### src/rtl/alu_pkg.sv
// Shared opcode map, per-opcode ALU latency and issuer FSM encoding for the ALU command path.
package alu_pkg;

   localparam logic [3:0] OP_ADD = 4'b0000;
   localparam logic [3:0] OP_SUB = 4'b0001;
   localparam logic [3:0] OP_MUL = 4'b0010;
   localparam logic [3:0] OP_DIV = 4'b0011;
   localparam logic [3:0] OP_AND = 4'b0100;
   localparam logic [3:0] OP_OR  = 4'b0101;
   localparam logic [3:0] OP_XOR = 4'b0110;
   localparam logic [3:0] OP_LLS = 4'b0111;
   localparam logic [3:0] OP_LRS = 4'b1000;
   localparam logic [3:0] OP_INC = 4'b1001;
   localparam logic [3:0] OP_DEC = 4'b1010;
   localparam logic [3:0] OP_NOP = 4'b1111;

   typedef enum logic [1:0] {
      ST_IDLE = 2'd0,
      ST_WAIT = 2'd1,
      ST_RESP = 2'd2
   } issue_state_e;

   // MUL/DIV pass through an intermediate register inside the ALU.
   function automatic logic [1:0] alu_latency(input logic [3:0] op);
      return ((op == OP_MUL) || (op == OP_DIV)) ? 2'd2 : 2'd1;
   endfunction

endpackage

### src/rtl/alu_cmd_issuer_if.sv
// Command and response valid/ready bundle between the sequencer (master) and the issuer (slave).
interface alu_cmd_issuer_if #(
   parameter int OPW  = 16,
   parameter int RESW = 32
);
   logic            cmd_valid;
   logic            cmd_ready;
   logic [3:0]      cmd_opcode;
   logic [OPW-1:0]  cmd_a;
   logic [OPW-1:0]  cmd_b;
   logic            rsp_valid;
   logic            rsp_ready;
   logic [RESW-1:0] rsp_result;
   logic [3:0]      rsp_opcode;

   modport master (
      output cmd_valid, cmd_opcode, cmd_a, cmd_b, rsp_ready,
      input  cmd_ready, rsp_valid, rsp_result, rsp_opcode
   );

   modport slave (
      input  cmd_valid, cmd_opcode, cmd_a, cmd_b, rsp_ready,
      output cmd_ready, rsp_valid, rsp_result, rsp_opcode
   );
endinterface

### src/rtl/alu_cmd_fifo.sv
// Synchronous command FIFO; pointers carry one extra wrap bit to tell full from empty.
module alu_cmd_fifo #(
   parameter int W     = 36,
   parameter int DEPTH = 4
) (
   input  logic         clk,
   input  logic         reset,
   input  logic         push,
   input  logic         pop,
   input  logic [W-1:0] wdata,
   output logic [W-1:0] rdata,
   output logic         full,
   output logic         empty
);
   localparam int AW = $clog2(DEPTH);

   logic [W-1:0] mem [DEPTH];
   logic [AW:0]  wr_ptr;
   logic [AW:0]  rd_ptr;

   assign empty = (wr_ptr == rd_ptr);
   assign full  = (wr_ptr[AW] != rd_ptr[AW]) && (wr_ptr[AW-1:0] == rd_ptr[AW-1:0]);
   assign rdata = mem[rd_ptr[AW-1:0]];

   always_ff @(posedge clk or posedge reset) begin
      if (reset) begin
         wr_ptr <= '0;
         rd_ptr <= '0;
      end else begin
         if (push && !full)
            wr_ptr <= wr_ptr + {{AW{1'b0}}, 1'b1};
         if (pop && !empty)
            rd_ptr <= rd_ptr + {{AW{1'b0}}, 1'b1};
      end
   end

   always_ff @(posedge clk) begin
      if (push && !full)
         mem[wr_ptr[AW-1:0]] <= wdata;
   end

endmodule

### src/rtl/alu_cmd_issuer.sv
// Issues queued ALU commands one at a time, waits the opcode latency, and returns the captured result.
//  state | meaning
//  IDLE  | nothing in flight; pops the FIFO head as soon as one is queued
//  WAIT  | command driven onto the ALU; latency down-counter running, capture at zero
//  RESP  | rsp_* held until taken; on the taking edge may pop the next command directly
module alu_cmd_issuer
   import alu_pkg::*;
#(
   parameter int OPW   = 16,
   parameter int RESW  = 32,
   parameter int DEPTH = 4
) (
   input  logic            clk,
   input  logic            reset,
   alu_cmd_issuer_if.slave io,
   output logic [OPW-1:0]  alu_operand_a,
   output logic [OPW-1:0]  alu_operand_b,
   output logic [3:0]      alu_opcode,
   input  logic [RESW-1:0] alu_result,
   output logic            busy
);
   localparam int W = 4 + 2*OPW;

   issue_state_e    state_q, state_d;
   logic [1:0]      cnt_q;
   logic            pop, capture, rsp_take;
   logic            fifo_full, fifo_empty;
   logic [W-1:0]    fifo_rdata;
   logic [3:0]      head_op;
   logic [OPW-1:0]  head_a, head_b;
   logic            rsp_valid_q;
   logic [RESW-1:0] rsp_result_q;
   logic [3:0]      rsp_opcode_q;

   alu_cmd_fifo #(.W(W), .DEPTH(DEPTH)) u_fifo (
      .clk   (clk),
      .reset (reset),
      .push  (io.cmd_valid),
      .pop   (pop),
      .wdata ({io.cmd_opcode, io.cmd_a, io.cmd_b}),
      .rdata (fifo_rdata),
      .full  (fifo_full),
      .empty (fifo_empty)
   );

   assign {head_op, head_a, head_b} = fifo_rdata;

   assign io.cmd_ready  = !fifo_full;
   assign io.rsp_valid  = rsp_valid_q;
   assign io.rsp_result = rsp_result_q;
   assign io.rsp_opcode = rsp_opcode_q;
   assign busy          = (state_q != ST_IDLE) || !fifo_empty;

   always_ff @(posedge clk or posedge reset) begin
      if (reset)
         state_q <= ST_IDLE;
      else
         state_q <= state_d;
   end

   always_comb begin
      state_d  = state_q;
      pop      = 1'b0;
      capture  = 1'b0;
      rsp_take = 1'b0;
      case (state_q)
         ST_IDLE: begin
            if (!fifo_empty) begin
               pop     = 1'b1;
               state_d = ST_WAIT;
            end
         end
         ST_WAIT: begin
            if (cnt_q == 2'd0) begin
               capture = 1'b1;
               state_d = ST_RESP;
            end
         end
         ST_RESP: begin
            if (io.rsp_ready) begin
               rsp_take = 1'b1;
               if (!fifo_empty) begin
                  pop     = 1'b1;
                  state_d = ST_WAIT;
               end else begin
                  state_d = ST_IDLE;
               end
            end
         end
         default: state_d = ST_IDLE;
      endcase
   end

   // ALU inputs are left holding the last command so multi-cycle ops see stable operands.
   always_ff @(posedge clk or posedge reset) begin
      if (reset) begin
         alu_operand_a <= '0;
         alu_operand_b <= '0;
         alu_opcode    <= OP_NOP;
         cnt_q         <= 2'd0;
         rsp_valid_q   <= 1'b0;
         rsp_result_q  <= '0;
         rsp_opcode_q  <= 4'd0;
      end else begin
         if (pop) begin
            alu_operand_a <= head_a;
            alu_operand_b <= head_b;
            alu_opcode    <= head_op;
            cnt_q         <= alu_latency(head_op);
         end else if ((state_q == ST_WAIT) && (cnt_q != 2'd0)) begin
            cnt_q <= cnt_q - 2'd1;
         end

         if (capture) begin
            rsp_valid_q  <= 1'b1;
            rsp_result_q <= alu_result;
            rsp_opcode_q <= alu_opcode;
         end else if (rsp_take) begin
            rsp_valid_q  <= 1'b0;
         end
      end
   end

endmodule

### src/flat_wrapper.sv
// flat-port wrapper written by rule: the top's interface ports become plain ports
module alu_cmd_issuer_flat import alu_pkg::*;
#(
   parameter int OPW   = 16,
   parameter int RESW  = 32,
   parameter int DEPTH = 4
)
  (clk, reset, alu_operand_a, alu_operand_b, alu_opcode, alu_result, busy, io_cmd_valid, io_cmd_opcode, io_cmd_a, io_cmd_b, io_rsp_ready, io_cmd_ready, io_rsp_valid, io_rsp_result, io_rsp_opcode);
  alu_cmd_issuer_if #(.OPW(OPW), .RESW(RESW)) io_i ();
  input  logic clk;
  input  logic reset;
  output logic [OPW-1:0] alu_operand_a;
  output logic [OPW-1:0] alu_operand_b;
  output logic [3:0] alu_opcode;
  input  logic [RESW-1:0] alu_result;
  output logic busy;
  input wire logic [$bits(io_i.cmd_valid)-1:0] io_cmd_valid;
  input wire logic [$bits(io_i.cmd_opcode)-1:0] io_cmd_opcode;
  input wire logic [$bits(io_i.cmd_a)-1:0] io_cmd_a;
  input wire logic [$bits(io_i.cmd_b)-1:0] io_cmd_b;
  input wire logic [$bits(io_i.rsp_ready)-1:0] io_rsp_ready;
  output wire logic [$bits(io_i.cmd_ready)-1:0] io_cmd_ready;
  output wire logic [$bits(io_i.rsp_valid)-1:0] io_rsp_valid;
  output wire logic [$bits(io_i.rsp_result)-1:0] io_rsp_result;
  output wire logic [$bits(io_i.rsp_opcode)-1:0] io_rsp_opcode;
  assign io_i.cmd_valid = io_cmd_valid;
  assign io_i.cmd_opcode = io_cmd_opcode;
  assign io_i.cmd_a = io_cmd_a;
  assign io_i.cmd_b = io_cmd_b;
  assign io_i.rsp_ready = io_rsp_ready;
  assign io_cmd_ready = io_i.cmd_ready;
  assign io_rsp_valid = io_i.rsp_valid;
  assign io_rsp_result = io_i.rsp_result;
  assign io_rsp_opcode = io_i.rsp_opcode;
  alu_cmd_issuer #(.OPW(OPW), .RESW(RESW), .DEPTH(DEPTH)) u_core (.clk(clk), .reset(reset), .io(io_i), .alu_operand_a(alu_operand_a), .alu_operand_b(alu_operand_b), .alu_opcode(alu_opcode), .alu_result(alu_result), .busy(busy));
endmodule
### config.mk
export PLATFORM = sky130hd
export DESIGN_NAME = alu_cmd_issuer_flat
export DESIGN_NICKNAME = d
export VERILOG_FILES = /design/src/rtl/alu_pkg.sv /design/src/rtl/alu_cmd_issuer_if.sv /design/src/rtl/alu_cmd_fifo.sv /design/src/rtl/alu_cmd_issuer.sv /design/src/flat_wrapper.sv
export SDC_FILE = /design/constraint.sdc
export NUM_CORES = 1
export LEC_CHECK = 0
export BUFFER_PORTS_ARGS = -buffer_cell sky130_fd_sc_hd__buf_2
export CORE_UTILIZATION = 55
export CTS_CLUSTER_SIZE = 14
export DETAILED_ROUTE_END_ITERATION = 6
export PLACE_DENSITY = 0.77
export SYNTH_ARGS = -nofsm -noshare
export SYNTH_HDL_FRONTEND = slang
export SYNTH_SLANG_ARGS = --single-unit
### constraint.sdc
create_clock -name clk -period 4.9 [get_ports clk]
set_input_delay 1.47 -clock clk [delete_from_list [all_inputs] [get_ports clk]]
set_output_delay 1.47 -clock clk [all_outputs]
set_load 0.02 [all_outputs]
==> impl_metrics.json, run 1 <==
{
  "grtUsageTotal": 0.198,
  "switchingPower_mw": 2.28,
  "startpoint_type": "register",
  "skew_ns": 0.00989,
  "rsz0062_at_grt": "false",
  "synthTopCellsByCount": "edfxtp_1 (144), dfrtp_1 (79), mux2_2 (70)",
  "gp_congestion": 0.700,
  "synth.distinct_cells": 29,
  "diodes": 0,
  "rows": 44,
  "whs_ns": 0.498,
  "maxSlewHeadroom": 0.313,
  "cts.sinks": 227,
  "post-cts-setup-buffer-count": 0,
  "synth-main-ff-cell": "edfxtp_1",
  "swShare": 0.321,
  "wl_per_cell_um": 19.5,
  "min_path_type": "reg2reg",
  "port-buffer-count": 146,
  "grt_pass1_wl_mm": 23.9,
  "fin_crit_ns": 3.18,
  "worstPathRequired_ns": 3.43,
  "grtUsageMet1": 0.254,
  "worstSetupPathType": "reg2out",
  "cts_made_buffers": 23,
  "synth.most_common_cell": "edfxtp_1",
  "yosysSeqAreaShare": 0.757,
  "ctsRootBufferMaster": "clkbuf_16",
  "postRouteAntennaNets": 0,
  "grt_use_met3": 0.0455,
  "htree_num_levels": 1,
  "tightest_slew_ns": 1.03,
  "path_depth": 3,
  "async_flop_share": 0.366,
  "antenna_found_initial": 1,
  "gr-usage-met2": 0.345,
  "internal-power_mw": 4.82,
  "drc": 0,
  "critPathSlowestCell": "dfrtp_1",
  "maxSlewViolCount": 0,
  "path_delay_family": "flip-flops",
  "pwr-share-comb": 0.354,
  "ys_warn_count": 0,
  "dp_hpwl_mm": 9.04,
  "yosysTopAreaCell": "edfxtp_1",
  "p_leak_nw": 3.91,
  "drive_gt1_frac": 0.521,
  "start_util": 0.573,
  "io-pin-count": 147,
  "nets": 639,
  "drtIter0Drc": 250,
  "clockPowerShare": 0.226,
  "vias": 4245,
  "holdPathStages": 1,
  "syn-num-nets": 478,
  "crit_fanout": 4,
  "vdd_drop_max_v": 0.000470,
  "synth-seq-cells": 227,
  "synth-edff-count": 144,
  "clock_path_buffers": 3,
  "crit_chain": "xnor2_1, nand3_1, buf_2",
  "totalWireLength_mm": 14.9,
  "cts_tree": "built",
  "syn_area_per_cell_um2": 21.1,
  "die_x_um": 126,
  "clk_latency_ns": 0.50,
  "syn_area_um2": 8460,
  "finalSetupTns_ns": 0,
  "grt_overflow": 0,
  "syn_inst": 400,
  "max_stage_delay_ns": 0.43,
  "reg2regPathDepth": 3,
  "finalCritPeriodShare": 0.650,
  "ctsHoldBuffers": 0,
  "p_per_area_nw_per_um2": 703,
  "max_clock_freq_mhz": 314,
  "status": "finished clean",
  "path_clk_slew_ns": 0.06,
  "cts_resized": 0,
  "firstDrtPassIters": 4,
  "maxCapViolCount": 0,
  "yosysTopAreaCellShare": 0.511,
  "setup_violations": 0,
  "critPathArrivalTime_ns": 1.71,
  "synth_area_leaders": "edfxtp_1 (51%), dfrtp_1 (23%), mux4_2 (9.6%)",
  "grt_busiest_layer": "met2",
  "vias_per_cell": 5.57,
  "grt_pass1_vias": 4461,
  "core_area_um2": 14800,
  "p_seq_frac": 0.420,
  "grt_max_degree": 49,
  "die_y_um": 126,
  "final_hold_viol_count": 0,
  "area_growth_pct": 19.4,
  "cp_num_buf_inv": 1,
  "worstSetupEndpointType": "primary output",
  "dieArea_um2": 15900
}
==> kinds of logic (layout without fill, tap and decap cells) <==
| family | count (synthesis) | count (layout) | synth area share |
|---|---|---|---|
| XOR/XNOR | 9 | 9 | 0.00932 |
| AO/OA/AOI/OAI | 9 | 9 | 0.00754 |
| adder cells (fa/ha/maj) | 6 | 6 | 0.00887 |
| flip-flops | 227 | 227 | 0.757 |
| multiplexers | 109 | 109 | 0.193 |
| buffers and inverters | 22 | 200 | 0.0126 |
| AND/OR/NAND/NOR | 18 | 18 | 0.0114 |
==> final timing paths <==
path,startpoint,to,slack (ns)
worst max-delay path,u_core.u_fifo.wr_ptr[1],io_cmd_ready,1.72
worst min-delay path,u_core.alu_operand_a[7],u_core.alu_operand_a[7],0.50
worst max register to register,u_core.u_fifo.wr_ptr[1],u_core.u_fifo.mem[3][10],2.41
worst min register to register,u_core.alu_operand_a[7],u_core.alu_operand_a[7],0.50
max in group asynchronous,reset,u_core.io.rsp_result[30],2.82
min in group asynchronous,reset,u_core.alu_operand_a[5],1.13
==> through the flow <==
stage / setup slack, ns / area [µm²] / std cells / power [mW] / utilization
floorplan: 1.30 / 8460 / 400 / 4.82 / -
global placement: 1.63 / 9400 / 720 / 5.45 / 0.637
detailed placement: 1.55 / 9400 / 720 / 5.57 / 0.637
CTS: 1.69 / 10100 / 762 / 7.21 / 0.685
global route: 1.64 / 10100 / 762 / 7.49 / 0.685
finish: 1.72 / 10100 / 762 / 7.10 / 0.685
==> power groups by stage <==
| stage | Sequential, mW | Combinational, mW | Clock (mW) |
|---|---|---|---|
| 2_1_floorplan | 3.37 | 1.45 | 0 |
| 3_3_place_gp | 2.97 | 2.48 | 0 |
| 3_5_place_dp | 3.02 | 2.55 | 0 |
| 4_1_cts | 2.99 | 2.57 | 1.65 |
| 5_1_grt | 3.05 | 2.71 | 1.72 |
| 6_report | 2.98 | 2.51 | 1.61 |
==> layer usage <==
layer / routed length [µm] / part of all wire
met5: 0 / 0
met4: 260 / 0.017
met3: 1140 / 0.076
met2: 7660 / 0.51
met1: 5840 / 0.39
==> cell type report <==
class	instances	area, µm²
Timing Repair Buffer	151	768
Multi-Input combinational cell	151	1960
Sequential cell	227	6410
Inverter	7	27.5
Clock inverter	4	21.3
Fill cell	963	4650
Tap cell	184	230
Clock buffer	38	686
==> worst reg2reg max path, stage by stage (launching register included) <==
cell,delay (ns)
dfrtp_1,0.43
xnor2_1,0.24
a31oi_1,0.50
and2_2,0.94
==> sequential cells by signal (all words and copies together), names as in the netlist <==
register / count
u_core.io.rsp_opcode: 4
u_core.u_fifo.mem: 144
u_core.state_q: 2
u_core.alu_opcode: 4
u_core.u_fifo.wr_ptr: 3
u_core.io.rsp_valid: 1
u_core.io.rsp_result: 32
u_core.alu_operand_b: 16
u_core.u_fifo.rd_ptr: 3
u_core.alu_operand_a: 16
u_core.cnt_q: 2
==> cell usage in the layout, fill, tap and decap left out, types with 5 or more instances in the layout <==
master / netlist / final
inv_1: 7 / 6
mux2_2: 70 / 70
dfrtp_1: 79 / 77
buf_4: 4 / 5
edfxtp_1: 144 / 144
buf_2: 7 / 146
ha_1: 6 / 6
clkbuf_16: 0 / 23
xnor2_1: 6 / 6
mux4_2: 36 / 36
clkbuf_8: 0 / 5
clkbuf_1: 4 / 9
No activity file was read; power rests on OpenSTA's default activity.
==> inputs of run 2 (changes only) <==
- CORE_UTILIZATION: 55 -> 50
- PLACE_DENSITY: 0.77 -> 0.73
- clock period: 4.9 -> 2.7 ns (I/O delays scaled with it)
==> run 2 against run 1 <==
Register-to-register slack got worse by 1.8 ns. Core utilization fell by 5.8 points. Via count is essentially flat. Design area grew 2.5%. First-iteration DRC count decreased by 26%. Sequential share of layout area shrank 1.6 points. Die area grew 9.8%. Sequential cell count unchanged. Worst hold slack worse by 0.14 ns. Clock-buffer cell count is 2 lower. Critical path depth did not move. Critical endpoint is now busy.
==> impl_metrics.json, run 2 (same netlist as run 1, synthesis figures left out) <==
{
  "status": "finished clean",
  "antenna_found_initial": 0,
  "final_hold_viol_count": 0,
  "vias": 4247,
  "postRouteAntennaNets": 0,
  "rsz0062_at_grt": "false",
  "mostFrequentLayoutCells": "buf_2 (146), edfxtp_1 (144), dfrtp_1 (77), mux2_2 (70), mux4_2 (36)",
  "max_clock_freq_mhz": 398,
  "path_clk_slew_ns": 0.06,
  "drive_gt1_frac": 0.532,
  "r2r-end": "u_core.cnt_q[0]",
  "worstPathRequired_ns": 1.89,
  "clock_path_buffers": 3,
  "finalSetupTns_ns": 0,
  "cts_made_buffers": 23,
  "dieArea_um2": 17400,
  "nets": 649,
  "ctsRootBufferMaster": "clkbuf_16",
  "grtUsageTotal": 0.184,
  "max_stage_delay_ns": 0.44,
  "io-pin-count": 147,
  "finalCritPeriodShare": 0.931,
  "crit_chain": "xnor2_1, nand4_1, buf_2",
  "firstDrtPassIters": 4,
  "grt_overflow": 0,
  "fill_cells": 1161,
  "cts.sinks": 227,
  "largest_reg_flops": 144,
  "port-buffer-count": 146,
  "worstSetupPathType": "reg2out",
  "vdd_drop_max_v": 0.000651,
  "reg2regPathDepth": 4,
  "final_common_cell": "buf_2",
  "tightest_slew_ns": 0.760,
  "p_leak_nw": 3.99,
  "vias_per_cell": 5.25,
  "ctsHoldBuffers": 0,
  "die_y_um": 132,
  "crit_fanout": 4,
  "rows": 47,
  "grt_max_degree": 44,
  "grt_pass1_wl_mm": 24.5,
  "drc": 0,
  "fin_crit_ns": 2.51,
  "core_area_um2": 16500,
  "critPathSlowestCell": "dfrtp_1",
  "cts_tree": "built",
  "p_per_area_nw_per_um2": 1270,
  "drtIter0Drc": 186,
  "gp_congestion": 0.778,
  "start_util": 0.512,
  "critPathArrivalTime_ns": 1.70,
  "maxSlewViolCount": 0,
  "startpoint_type": "register",
  "dp_hpwl_mm": 9.75,
  "whs_ns": 0.362,
  "post-cts-setup-buffer-count": 0,
  "grt_pass1_vias": 4610,
  "setup_violations": 0,
  "clk_latency_ns": 0.50,
  "die_x_um": 132,
  "min_path_type": "in2async",
  "r2r-start": "u_core.u_fifo.rd_ptr[0]",
  "maxSlewHeadroom": 0.494,
  "totalWireLength_mm": 15.4,
  "cts_resized": 0,
  "htree_num_levels": 1,
  "wl_per_cell_um": 19.1,
  "area_growth_pct": 22.5,
  "skew_ns": 0.0165,
  "maxCapViolCount": 0,
  "worstSetupEndpointType": "primary output",
  "rrSetupSlack_ns": 0.64
}
## run 2: changes by cell type in the layout (fill, tap and decap cells not counted), sizes merged
cell	before	now
buf	151	161
clkbuf	38	36
clkinv	4	3
clkinvlp	0	3
diode	0	1
## run 2: worst max-delay path by stage
stage                                  from                 endpoint  slack (ns)
finish              u_core.u_fifo.wr_ptr[0]                     busy        0.19
global route        u_core.u_fifo.wr_ptr[1]                     busy        0.07
CTS                 u_core.u_fifo.wr_ptr[0]                     busy        0.15
detailed placement  u_core.u_fifo.rd_ptr[0]          u_core.cnt_q[0]        0.58
global placement    u_core.u_fifo.rd_ptr[0]          u_core.cnt_q[0]        0.59
floorplan                      io_cmd_valid  u_core.u_fifo.mem[3][0]        0.17
## run 2: area by class of cell
type | count | area, µm² | area share
Clock buffer | 36 | 674 | 0.0651
Clock inverter | 6 | 37.5 | 0.00362
Timing Repair Buffer | 161 | 968 | 0.0935
Tap cell | 220 | 275 | 0.0266
Multi-Input combinational cell | 151 | 1960 | 0.189
Inverter | 7 | 30.0 | 0.00290
Antenna cell | 1 | 2.50 | 0.000242
Sequential cell | 227 | 6410 | 0.619
## run 2: routing by layer
metal,vias up,GRT usage,share of wire
met4,0,0.0413,0.018
met3,24,0.0473,0.071
met2,154,0.316,0.50
met5,-,0,0
met1,2161,0.237,0.41
li1,1908,-,-
## run 2: where the power goes
group / switching [mW] / leakage, nW / total [mW] / internal (mW)
Clock: 1.20 / 0.343 / 2.92 / 1.72
Sequential: 0.485 / 2.29 / 5.44 / 4.95
Combinational: 2.52 / 1.36 / 4.75 / 2.23
## run 2: worst max-delay path, delay by kind of cell, from the launching register on
kind	cells	cell delay, ns
DFF	1	0.44
buffers and inverters	1	0.19
xor gates and xnor gates	1	0.41
and+or+nand+nor	1	0.16
## run 2: per-stage QoR
stage	total power, mW	worst slack [ns]	utilization	instance area, µm²	cells
final	13.1	0.187	0.627	10400	809
after global routing	13.8	0.0663	0.627	10400	808
after CTS	13.3	0.152	0.627	10400	808
after detailed placement	10.3	0.575	0.584	9650	766
after global placement	10.1	0.588	0.584	9650	766
after floorplan	8.74	0.165	-	8460	400
